**src/rtl/jzjpcc_memory_arbiter.sv**
```systemverilog
// Arbitrates one synchronous-read RAM port between instruction fetch and data access.
// Define JZJPCC_MEMORY_ARBITER_ANTISTARVE_EN to bound how long fetch can be held off by data.
module jzjpcc_memory_arbiter #(
    parameter int RAM_A_WIDTH  = 12,
    parameter int STARVE_LIMIT = 4
) (
    input  logic                   clock,
    input  logic                   reset,
    input  logic                   fetchReq,
    input  logic [RAM_A_WIDTH-1:0] fetchAddr,
    output logic                   fetchStall,
    output logic [31:0]            fetchData,
    output logic                   fetchDataValid,
    input  logic                   dataReq,
    input  logic                   dataWrite,
    input  logic [RAM_A_WIDTH-1:0] dataAddr,
    input  logic [31:0]            dataWriteData,
    input  logic [3:0]             dataByteMask,
    output logic                   dataStall,
    output logic [31:0]            dataReadData,
    output logic                   dataReadValid,
    output logic [RAM_A_WIDTH-1:0] ramAddr,
    output logic                   ramWriteEnable,
    output logic [3:0]             ramByteMask,
    output logic [31:0]            ramWriteData,
    input  logic [31:0]            ramReadData,
    output logic [1:0]             dbgOwner
);

    // Handshake: a request is accepted in a cycle where req=1 and stall=0; requesters
    // hold req and operands stable while stalled. Read data is valid exactly one cycle later.

    typedef enum logic [1:0] {
        OWN_NONE  = 2'd0,
        OWN_FETCH = 2'd1,
        OWN_DATA  = 2'd2
    } owner_e;

    owner_e owner_q, owner_d;
    logic   grant_fetch;
    logic   grant_data;
    logic   force_fetch;

    if (STARVE_LIMIT < 1) begin : g_starve_limit_invalid
    end

`ifdef JZJPCC_MEMORY_ARBITER_ANTISTARVE_EN
    localparam int CW = $clog2(STARVE_LIMIT + 1);
    localparam logic [CW-1:0] LIMIT = CW'(STARVE_LIMIT);

    logic [CW-1:0] starve_q, starve_d;

    assign force_fetch = (starve_q == LIMIT);

    // Counts consecutive cycles in which data won while fetch was waiting.
    always_comb begin
        starve_d = starve_q;
        if (!fetchReq || grant_fetch) begin
            starve_d = '0;
        end else if (grant_data && (starve_q != LIMIT)) begin
            starve_d = starve_q + 1'b1;
        end
    end

    always_ff @(posedge clock) begin
        if (reset) begin
            starve_q <= '0;
        end else begin
            starve_q <= starve_d;
        end
    end
`else
    assign force_fetch = 1'b0;
`endif

    always_comb begin
        grant_fetch = 1'b0;
        grant_data  = 1'b0;
        if (!reset) begin
            if (fetchReq && dataReq) begin
                grant_fetch = force_fetch;
                grant_data  = !force_fetch;
            end else begin
                grant_fetch = fetchReq;
                grant_data  = dataReq;
            end
        end
    end

    always_comb begin
        owner_d = OWN_NONE;
        if (grant_fetch) begin
            owner_d = OWN_FETCH;
        end else if (grant_data && !dataWrite) begin
            owner_d = OWN_DATA;
        end
    end

    always_ff @(posedge clock) begin
        if (reset) begin
            owner_q <= OWN_NONE;
        end else begin
            owner_q <= owner_d;
        end
    end

    assign fetchStall     = fetchReq && !grant_fetch;
    assign dataStall      = dataReq && !grant_data;
    assign ramAddr        = grant_data ? dataAddr : fetchAddr;
    assign ramWriteEnable = grant_data && dataWrite;
    assign ramByteMask    = ramWriteEnable ? dataByteMask : 4'b0000;
    assign ramWriteData   = dataWriteData;

    // Gating by reset drops the return of a read that was in flight when reset arrived.
    assign fetchDataValid = (owner_q == OWN_FETCH) && !reset;
    assign dataReadValid  = (owner_q == OWN_DATA) && !reset;
    assign fetchData      = ramReadData;
    assign dataReadData   = ramReadData;
    assign dbgOwner       = owner_q;

endmodule

```
**config.mk**
```make
export PLATFORM = sky130hd
export DESIGN_NAME = jzjpcc_memory_arbiter
export DESIGN_NICKNAME = d
export VERILOG_FILES = /design/src/rtl/jzjpcc_memory_arbiter.sv
export SDC_FILE = /design/constraint.sdc
export NUM_CORES = 1
export LEC_CHECK = 0
export CAP_MARGIN = 20
export CELL_PAD_IN_SITES_DETAIL_PLACEMENT = 2
export CELL_PAD_IN_SITES_GLOBAL_PLACEMENT = 2
export CORE_MARGIN = 4
export CORE_UTILIZATION = 10
export CTS_CLUSTER_DIAMETER = 150
export DETAILED_ROUTE_END_ITERATION = 12
export HOLD_SLACK_MARGIN = 0.02
export PLACE_DENSITY_LB_ADDON = 0.12
export SETUP_SLACK_MARGIN = 0.05
export SLEW_MARGIN = 20
export SYNTH_ARGS = -nofsm -noshare
export SYNTH_HDL_FRONTEND = slang
export SYNTH_SLANG_ARGS = --single-unit
```
**constraint.sdc**
```tcl
create_clock -name clock -period 0.8 [get_ports clock]
set_input_delay 0.08 -clock clock [delete_from_list [all_inputs] [get_ports clock]]
set_output_delay 0.08 -clock clock [all_outputs]
set_load 0.05 [all_outputs]
```
Yosys cells after proc, flatten, opt, wreduce, memory -nomap -nowiden
Index checks and enable logic that the tools add are counted.
W data, S select, Z words.
Cells by class
  reduce and logical (&&, ||, !) cells: 12
  eq/ne operators: 2
  mux-type cells: 8
Operators with widths (count)
  $mux W12: 1
  $logic_and A1 B1 Y1: 7
  $mux W1: 5
  $logic_not A1 Y1: 4
  $mux W4: 1
  $eq A2 B1 Y1 const B: 1
  $eq A2 B2 Y1 const B: 1
  $mux W2: 1
  $reduce_or A2 Y1: 1
Storage, ports and cells
  output and inout bits: 119
  flip-flop bits (word level): 2

Longest topological paths before layout
Gate-level depths: netlist of the first run.
  depth in word-level cells: 6
  gate-level depth with buffers: 3
  depth with buffers taken out: 2

Worst setup path after synthesis of the first run
Ideal clock, no wire load.
  path kind: register to output
  start point: register owner_q[1], in the netlist dbgOwner[1]
  end point: output dataReadValid
  arrival: 1.851 ns
  stages on the path, launching flop included: 2
  setup slack: -1.131 ns
  required time: 0.720 ns
  cells stage by stage: dfxtp_1 -> nor3b_1
On the way
  cells in the longest elaborated chain, start to end: 2
RTL lines
  from (decl): RTL line 39  | owner_e owner_q, owner_d;
  from (signal assigned): RTL line 103  | owner_q <= owner_d;
  $eq A2 B2 Y1: RTL line 116  | assign dataReadValid = (owner_q == OWN_DATA) && !reset;
  $logic_and A1 B1 Y1: RTL line 116
  to (decl): RTL line 21  | output logic dataReadValid,
Every way passes these cells.

Final worst setup path of the first run
  start point: register owner_q[0], in the netlist dbgOwner[0]
  end point: output fetchDataValid
On the way
  cells in the longest elaborated chain, start to end: 2
RTL lines
  $eq A2 B1 Y1: RTL line 115  | assign fetchDataValid = (owner_q == OWN_FETCH) && !reset;
  $logic_and A1 B1 Y1: RTL line 115
  to (decl): RTL line 13  | output logic fetchDataValid,
Every way passes these cells.

==> results of run 1 <==
==> logic make-up (layout without fill, tap and decap cells) <==
logic type,count (synthesis),count (layout)
AND/OR/NAND/NOR,12,13
flip-flops,2,2
buffers and inverters,97,67
multiplexers,12,12
AO/OA/AOI/OAI,1,1
==> metal layers <==
layer | GRT usage, % | share of wire [%] | up-vias
li1 | - | - | 241
met1 | 4.518 | 27 | 247
met2 | 6.802 | 49 | 63
met3 | 2.796 | 16 | 41
met4 | 5.189 | 7.5 | 0
met5 | 0 | 0 | -
==> per-stage QoR <==
step / setup slack [ps] / hold WS, ps
after floorplan: -246.5 / 142.7
after global placement: -669.6 / 160.3
after detailed placement: -700.2 / 160.3
after CTS: -258.2 / 160.3
after global routing: -281.1 / 160.1
final: -246.0 / 159.9
==> area by class of cell <==
| type | count | area (um^2) | area share, % |
|---|---|---|---|
| Sequential cell | 2 | 47.55 | 3.445 |
| Timing Repair Buffer | 64 | 785.8 | 56.94 |
| Clock buffer | 3 | 41.29 | 2.992 |
| Tap cell | 136 | 170.2 | 12.33 |
| Multi-Input combinational cell | 26 | 335.3 | 24.30 |
==> worst paths after layout <==
check         from             end  slack (ps)
max    dbgOwner[0]  fetchDataValid        -250
min        dataReq     dbgOwner[0]         160
==> power breakdown <==
| group | leakage [nW] | internal (mW) | switching, mW |
|---|---|---|---|
| registers | 0.0178 | 0.101 | 0.00562 |
| logic | 0.582 | 0.429 | 0.403 |
| clock network | 0.0216 | 0.319 | 0.0897 |
==> cell usage in the layout (no fill, tap or decap) <==
master and n:
dlygate4sd2_1 25, nor3b_4 2, and2_4 2, clkbuf_8 3
nor2_1 1, and3_4 4, clkdlybuf4s50_1 3, buf_12 10
buf_4 4, and2b_2 1, dlymetal6s2s_1 2, dfxtp_4 2
o21a_1 1, mux2_4 12, nor3b_1 1, buf_8 15
buf_6 5, nand2b_4 2
==> repair_timing <==
item,in CTS,in global routing
gates cloned,1,0
pin swaps,5,3
endpoints found under the setup margin,25,23
resized for setup,77,7
setup buffers,2,2
==> out/results.txt, run 1 <==
Post-Synthesis Cells: 124
Port Buffers: 55
CP top delay family: flip-flops
hold path cells: 3
DRC: 0
Synth top area share: 68.98%
DP Wirelength: 2.781 mm
Synth area leaders: buf_4, mux2_4, dfxtp_1
dpl cells: 224
Slew HR: 81.65%
Finished Layout Cells: 231
Buf+Inv Stages, Crit Path: 1
Hold Fails Final Rpt: 0
Worst setup EP type: output pin
pwr dens: 976.6 nW/um^2
fin crit period: 1046 ps
setup violators final: 22
post-synth top area cell: buf_4
Clock transition at path regs: 30 ps
area grow syn2layout: 32.10%
Vert. Die Dim: 110.2 um
slew at the pin with the worst max-slew slack: 275.3 ps
Tot Pwr: 1.348 mW
synth unique cells: 13
CTS root buf: clkbuf_8
Antenna Cells: 0
Area after DPL: 1174 um^2
Worst Hold Class: input pin to flip-flop
status: complete, but fails checks
EDFF count, synth: 0
Setup TNS: -3300 ps
max reg flops: 2
Synth Area in Adders: 0%
multiplexer share of the synthesized area: 16.17%
Syn Nets: 221
crit path max-delay cell type: dfxtp_4
Core ar.: 10230 um^2
Tcrit/Tclk final: 130.8%
post-route cell area: 1380 um^2
number of buffers created by CTS: 3
largest net degree at the start of global routing: 8
top post-synthesis cells by count: buf_4, mux2_4, and3_1
CTS tree: yes
Post-Syn Area: 1045 um^2
Routability Congestion: 0.6370
register bit total from synthesis: 2
vias in the first global route: 713
clk sink count: 2
drt total wl: 3.257 mm
DR iter-0 viols: 5
# IOs: 216
Main synth FF type: dfxtp_1
die width: 110.2 um
warnings from Yosys: 0
total grt overflow: 0
fin util: 13.49%
Seq/Total Area, Yosys: 3.832%
share of cells above drive strength 1: 65.26%
Achievable Freq: 0.9560 GHz
Routed Antenna Nets: 0
most common cell in the netlist: buf_4
# rows: 37
Synth Area in Simple Gates: 8.383%
Final Slew Violations: 0
vias after detailed routing: 592
Clock Path Buffers: 2
drt pass-1 iters: 2
Final WS setup: -246.0 ps
post-synthesis compound-gate area fraction: 0.7186%
xor/xnor share of the synthesized area: 0%
cts hold-fix bufs: 0
Crit. path cell count: 2
RSZ-0062 raised after global routing: true
NumNets Final: 194
htree depth: 1
fraction of registers with async set/reset: 0%
DR WL/cell: 14.10 um
Syn Area/Cell: 8.425 um^2
critical-path cell list: nor3b_4, buf_12
Initial Utilization: 10.21%
failing checks: setup timing
Die Area: 12150 um^2
LEAKAGE: 0.6212 nW
WS Path Type: flip-flop to output pin
max_cap viols: 0
first-pass GRT wire length: 4.291 mm
required time of the worst setup path: 720 ps
peak supply drop: 0.5857 mV
CP arrival: 970 ps
largest family of logic cells by synthesized area: buffers and inverters
aggregate global-route resource usage: 4.769%
CP max stage delay: 360 ps
fillcell total: 1170
initial antenna violation count: 0
routed vias/inst: 2.563
Worst Setup Start Kind: flip-flop
critical path peak fanout: 3
Note: power is estimated with default switching activity, not from simulation.
==> run 2, diff against run 1 <==
--- a/config.mk
+++ b/config.mk
@@ -15,7 +15,6 @@
 export HOLD_SLACK_MARGIN = 0.02
 export PLACE_DENSITY_LB_ADDON = 0.12
 export SETUP_SLACK_MARGIN = 0.05
-export SLEW_MARGIN = 20
 export SYNTH_ARGS = -nofsm -noshare
 export SYNTH_HDL_FRONTEND = slang
 export SYNTH_SLANG_ARGS = --single-unit
==> results of run 2 <==
Final layout, timing and power as in run 1 (identical DEF).
==> RTL edit 1 (config.mk and constraints of run 2) <==
Put one more register stage on the output `dbgOwner`. The value now appears one clock later. The other outputs are not delayed to match.
--- a/src/rtl/jzjpcc_memory_arbiter.sv
+++ b/src/rtl/jzjpcc_memory_arbiter.sv
@@ -117,5 +117,7 @@
     assign fetchData      = ramReadData;
     assign dataReadData   = ramReadData;
-    assign dbgOwner       = owner_q;
+    always_ff @(posedge clock) begin
+        dbgOwner <= owner_q;
+    end
 
 endmodule
Formal check against the unedited RTL: not equivalent (Yosys sat finds a counterexample within 4 cycles, from zero or initial values and one cycle with reset high).
==> RTL edit 1 against run 2 <==
- the run still ends with setup timing left
- cell area rose by 4.2%
- synthesized cell count grew 0.81%
- total power up 10%
- sequential share of layout area rose by 2.8 points
- worst setup slack got worse by 0.013 ns
- area after synthesis is 3.4% higher
- via count fell by 3.5%
- wire length fell by 6.3%
- non-clock buffer count is the same
- cell count is the same
- sequential cell count is 2 higher
- critical endpoint is now ramAddr[2]
- highest routed layer unchanged
==> RTL edit 1: results (changes against run 2) <==
** Run status
- Run status: complete, but fails checks (unchanged).
- Violated checks :: setup timing (unchanged)

** Synthesis
- The number of nets in the synthesized netlist is 222 (was 221).
- The fraction of the yosys area taken by sequential cells was 7.42% (was 3.83%).
- The proportion of register bits with asynchronous set or reset after synthesis is 0% (unchanged).
- Leading post-synthesis cells by instance count: buf_4 (96), mux2_4 (9), and2_1 (4), dfxtp_1 (4) (was buf_4 (96), mux2_4 (9), and3_1 (4), mux2_2 (3), nor3b_1 (3)).
- Top cells by area in the synthesized netlist: buf_4 (67%), mux2_4 (13%), dfxtp_1 (7.4%), mux2_2 (3.1%), and2_1 (2.3%) (was buf_4 (69%), mux2_4 (13%), dfxtp_1 (3.8%), mux2_2 (3.2%), and3_1 (2.4%)).
- The count of unique library cells instantiated by Yosys came to 12 (was 13).

** Route
- The aggregate routed wire length came to 3.05 mm (was 3.26 mm).
- DRT iter0 DRCs :: 5 (unchanged)
- The number of vias in the routed layout is 571 (was 592).

** Worst setup path
- Critical-path cell with the highest stage delay :: mux2_4 (was dfxtp_4)
- The category of cells accounting for the largest share of critical-path delay is buffers and inverters (was flip-flops).
- The highest fanout seen on the critical path was 5 (was 3).
- Maximum single-stage delay on the critical path :: 0.30 ns (was 0.36 ns)

** Placement
- RePlAce Congestion :: 0.613 (was 0.637)
- The count of port buffers added during placement was 55 (unchanged).
- Area post-placement :: 1210 µm² (was 1170 µm²)

** Global route
- Pin count of the biggest net entering global routing :: 7 (was 8)
- Combined global-route utilization of all metal layers :: 4.49% (was 4.77%)
- The global-route wire length before repair came to 4.31 mm (was 4.29 mm).
- The number of global-route vias before repair came to 657 (was 713).

** Timing
- The post-route setup TNS is -4.32 ns (was -3.30 ns).
- The post-route worst setup slack is -0.259 ns (was -0.246 ns).
- Worst Tran Pin Value :: 0.199 ns (was 0.275 ns)
- Finish-stage setup viols :: 19 (was 22)

** Final layout
- The number of inserted diodes came to 0 (unchanged).

** Power and ir drop
- Max IR drop VDD :: 0.000323 V (was 0.000586 V)
- The leakage power of the design is 0.586 nW (was 0.621 nW).

** Min path
- Hold WC Path Type :: in2out (was in2reg)
## RTL edit 1: cell count changes in the layout (fill, tap and decap cells not counted), sizes merged
cell                  run 2  this run
and3                      4         0
nand2b                    2         1
dfxtp                     2         4
dlymetal6s2s              2         0
and2b                     1         0
and2                      2         5
and3b                     0         1
clkdlybuf4s50             3        28
dlygate4sd2              25         2
## RTL edit 1: layout make-up
cell class,count,area [µm²]
Timing Repair Buffer,64,830
Clock buffer,3,41.3
Multi-Input combinational cell,24,307
Fill cell,1198,8980
Sequential cell,4,90.1
Tap cell,136,170
## RTL edit 1: power breakdown
group          switching, mW  total, mW  internal (mW)
sequential           0.00821      0.215          0.206
combinational          0.384      0.855          0.472
clock                 0.0974      0.418          0.320
total                  0.490       1.49          0.998
## RTL edit 1: metrics by stage
stage	utilization, %	setup WS (ns)	std cells	power [mW]
detailed placement	11.6	-0.731	223	0.957
CTS	13.5	-0.272	230	1.51
global route	13.8	-0.303	231	1.57
finish	13.8	-0.259	231	1.49
floorplan	-	-0.112	125	1.89
global placement	11.6	-0.723	223	0.956
## RTL edit 1: cell families (layout without fill, tap and decap cells)
group / after synthesis / after routing / share of synthesized area (%)
mux: 12 / 12 / 15.6
simple gates: 11 / 11 / 7.65
buf+inv: 97 / 67 / 68.6
compound gates: 1 / 1 / 0.696
flops: 4 / 4 / 7.42
## RTL edit 1: metal layers
layer / GRT usage [%] / share of wire, % / up-vias
met5: 0 / 0 / -
met4: 3.24 / 5.6 / 0
met3: 3.53 / 18 / 24
met2: 6.79 / 47 / 67
met1: 4.05 / 29 / 245
li1: - / - / 235
## RTL edit 1: path summary, 6_finish.rpt
check,startpoint,endpoint,slack (ns),cells after the start
min reg2reg,owner_q[1],dbgOwner[1],0.39,0
max reg2reg,owner_q[0],dbgOwner[0],0.34,0
max,reset,ramAddr[2],-0.26,5
min,dataWriteData[19],ramWriteData[19],0.16,0
## RTL edit 1: what timing repair did
action / CTS / global route
cloned: 1 / 0
buffers inserted: 3 / 1
resized for setup: 38 / 7
endpoints found under the setup margin: 25 / 22
pin swaps: 6 / 2
==> RTL edit 2 (settings of run 2) <==
Without the edit above. Set the parameter `RAM_A_WIDTH` to 18 (it was 12).
--- a/src/rtl/jzjpcc_memory_arbiter.sv
+++ b/src/rtl/jzjpcc_memory_arbiter.sv
@@ -2,5 +2,5 @@
 // Define JZJPCC_MEMORY_ARBITER_ANTISTARVE_EN to bound how long fetch can be held off by data.
 module jzjpcc_memory_arbiter #(
-    parameter int RAM_A_WIDTH  = 12,
+    parameter int RAM_A_WIDTH  = 18,
     parameter int STARVE_LIMIT = 4
 ) (
Interface: changed (resized dataAddr, fetchAddr and ramAddr); port bits go from 216 to 234. No check against the original RTL was run, so the function may have changed too.
==> RTL edit 2 against run 2 <==
- the flow still finishes with violations (setup timing)
- area after synthesis increased by 6.8%
- sequential power about the same
- sequential cell count unchanged
- wire length increased by 24%
- total power increased by 19%
- cell area increased by 19%
- worst setup slack got worse by 0.029 ns
- critical endpoint is now ramAddr[1]
- largest power group unchanged
==> RTL edit 2: results (changes against run 2) <==
** Synthesis
- Total nets after synthesis :: 240 (was 221)
- Top cells by area in the synthesized netlist: buf_4 (65%), mux2_4 (12%), mux2_2 (9.1%), dfxtp_1 (3.6%), and3_1 (2.2%) (was buf_4 (69%), mux2_4 (13%), dfxtp_1 (3.8%), mux2_2 (3.2%), and3_1 (2.4%)).
- The synthesized netlist cell count came to 131 (was 124).
- Compound-gate portion of the synthesized area :: 0.673% (was 0.719%)
- Leading post-synthesis cells by instance count :: buf_4 (96), mux2_2 (9), mux2_4 (9), and3_1 (4), nor3b_1 (3) (was buf_4 (96), mux2_4 (9), and3_1 (4), mux2_2 (3), nor3b_1 (3))
- The count of unique library cells instantiated by Yosys was 14 (was 13).
- Sequential element share of the synthesized area :: 3.59% (was 3.83%)

** Global route
- Fraction of met2 tracks used by global routing :: 10.5% (was 6.80%)
- Met3 Use GR :: 3.93% (was 2.80%)
- Met1 usage in global routing :: 4.49% (was 4.52%)
- Wire length of the first global-routing pass :: 5.63 mm (was 4.29 mm)

** Timing
- Final WS setup :: -0.275 ns (was -0.246 ns)
- Worst max-slew margin expressed relative to the limit :: 86.0% (was 81.6%)
- The number of setup violations in the final report came to 27 (was 22).

** Power and ir drop
- The sequential cell fraction of total power was 6.7% (was 7.9%).
- The combinational cell fraction of total power came to 68.4% (was 61.7%).
- The worst vdd rail ir drop came to 0.000386 V (was 0.000586 V).
- The internal power summed over all cells was 0.993 mW (was 0.850 mW).
- Leakage power of the design :: 0.691 nW (was 0.621 nW)

** Placement
- Post-detail-place hpwl :: 3.50 mm (was 2.78 mm)
- Number of cells in the design after placement :: 253 (was 224)
- The count of port buffers added during placement came to 73 (was 55).
- RePlAce Congestion :: 0.672 (was 0.637)

** Run status
- Violated checks :: setup timing (unchanged)
- Run status :: complete, but fails checks (unchanged)

** Route
- The total routed wire length on the met1 layer came to 1.06 mm (was 892 µm).
- The number of vias in the routed layout came to 733 (was 592).

** Worst setup path
- Data arrival time of the critical path :: 1.00 ns (was 0.97 ns)

** Final layout
- The share of cells above drive strength 1 came to 61.5% (was 65.3%).
- The fill cell total of the finished layout came to 1223 (was 1170).
- The leading cell type in the layout, fill and taps excluded is clkdlybuf4s50_1 (was dlygate4sd2_1).
==> RTL edit 2: changes by cell type after synthesis <==
cell      delta
buf_6        +1
mux2_2       +6
nand2b_1     +1
nand2b_4     -1
==> RTL edit 2: final cells by class <==
| type | count | share of cell area [%] |
|---|---|---|
| Clock buffer | 3 | 2.51 |
| Timing Repair Buffer | 81 | 58.9 |
| Tap cell | 140 | 10.6 |
| Sequential cell | 2 | 2.89 |
| Multi-Input combinational cell | 31 | 25.0 |
==> RTL edit 2: cell families after synthesis <==
kind of cell    count (synthesis)
buf+inv                        98
compound gates                  1
simple gates                   12
mux                            18
flops                           2
==> RTL edit 2: what timing repair did <==
item,in CTS,in global routing
hold buffers,0,0
gates resized for setup,42,5
hold endpoints to repair,0,0
pin swaps,5,3
cloned,1,0
buffers inserted,0,2
endpoints found under the setup margin,30,28
==> RTL edit 2: metrics by stage <==
stage | setup WS, ns | hold WS [ns] | utilization, % | TNS, ns | cell area (µm²)
final | -0.275 | 0.135 | 15.1 | -6.39 | 1650
after global routing | -0.308 | 0.155 | 15.1 | -7.21 | 1650
after CTS | -0.292 | 0.160 | 15.0 | -6.60 | 1640
after detailed placement | -0.707 | 0.160 | 13.5 | -17.40 | 1470
after global placement | -0.699 | 0.160 | 13.5 | -17.36 | 1470
after floorplan | -0.246 | 0.143 | - | -1.91 | 1190
==> RTL edit 2: final timing paths <==
kind / from / to / slack [ns] / cells after the start
hold / removal: dataReq / dbgOwner[0] / 0.13 / 3
setup / recovery: reset / ramAddr[1] / -0.28 / 5
==> RTL edit 2: critical path, cell delays in order <==
cell	delay (ns)
buf_6	0.09
nand2b_4	0.18
buf_12	0.16
mux2_4	0.31
buf_8	0.15
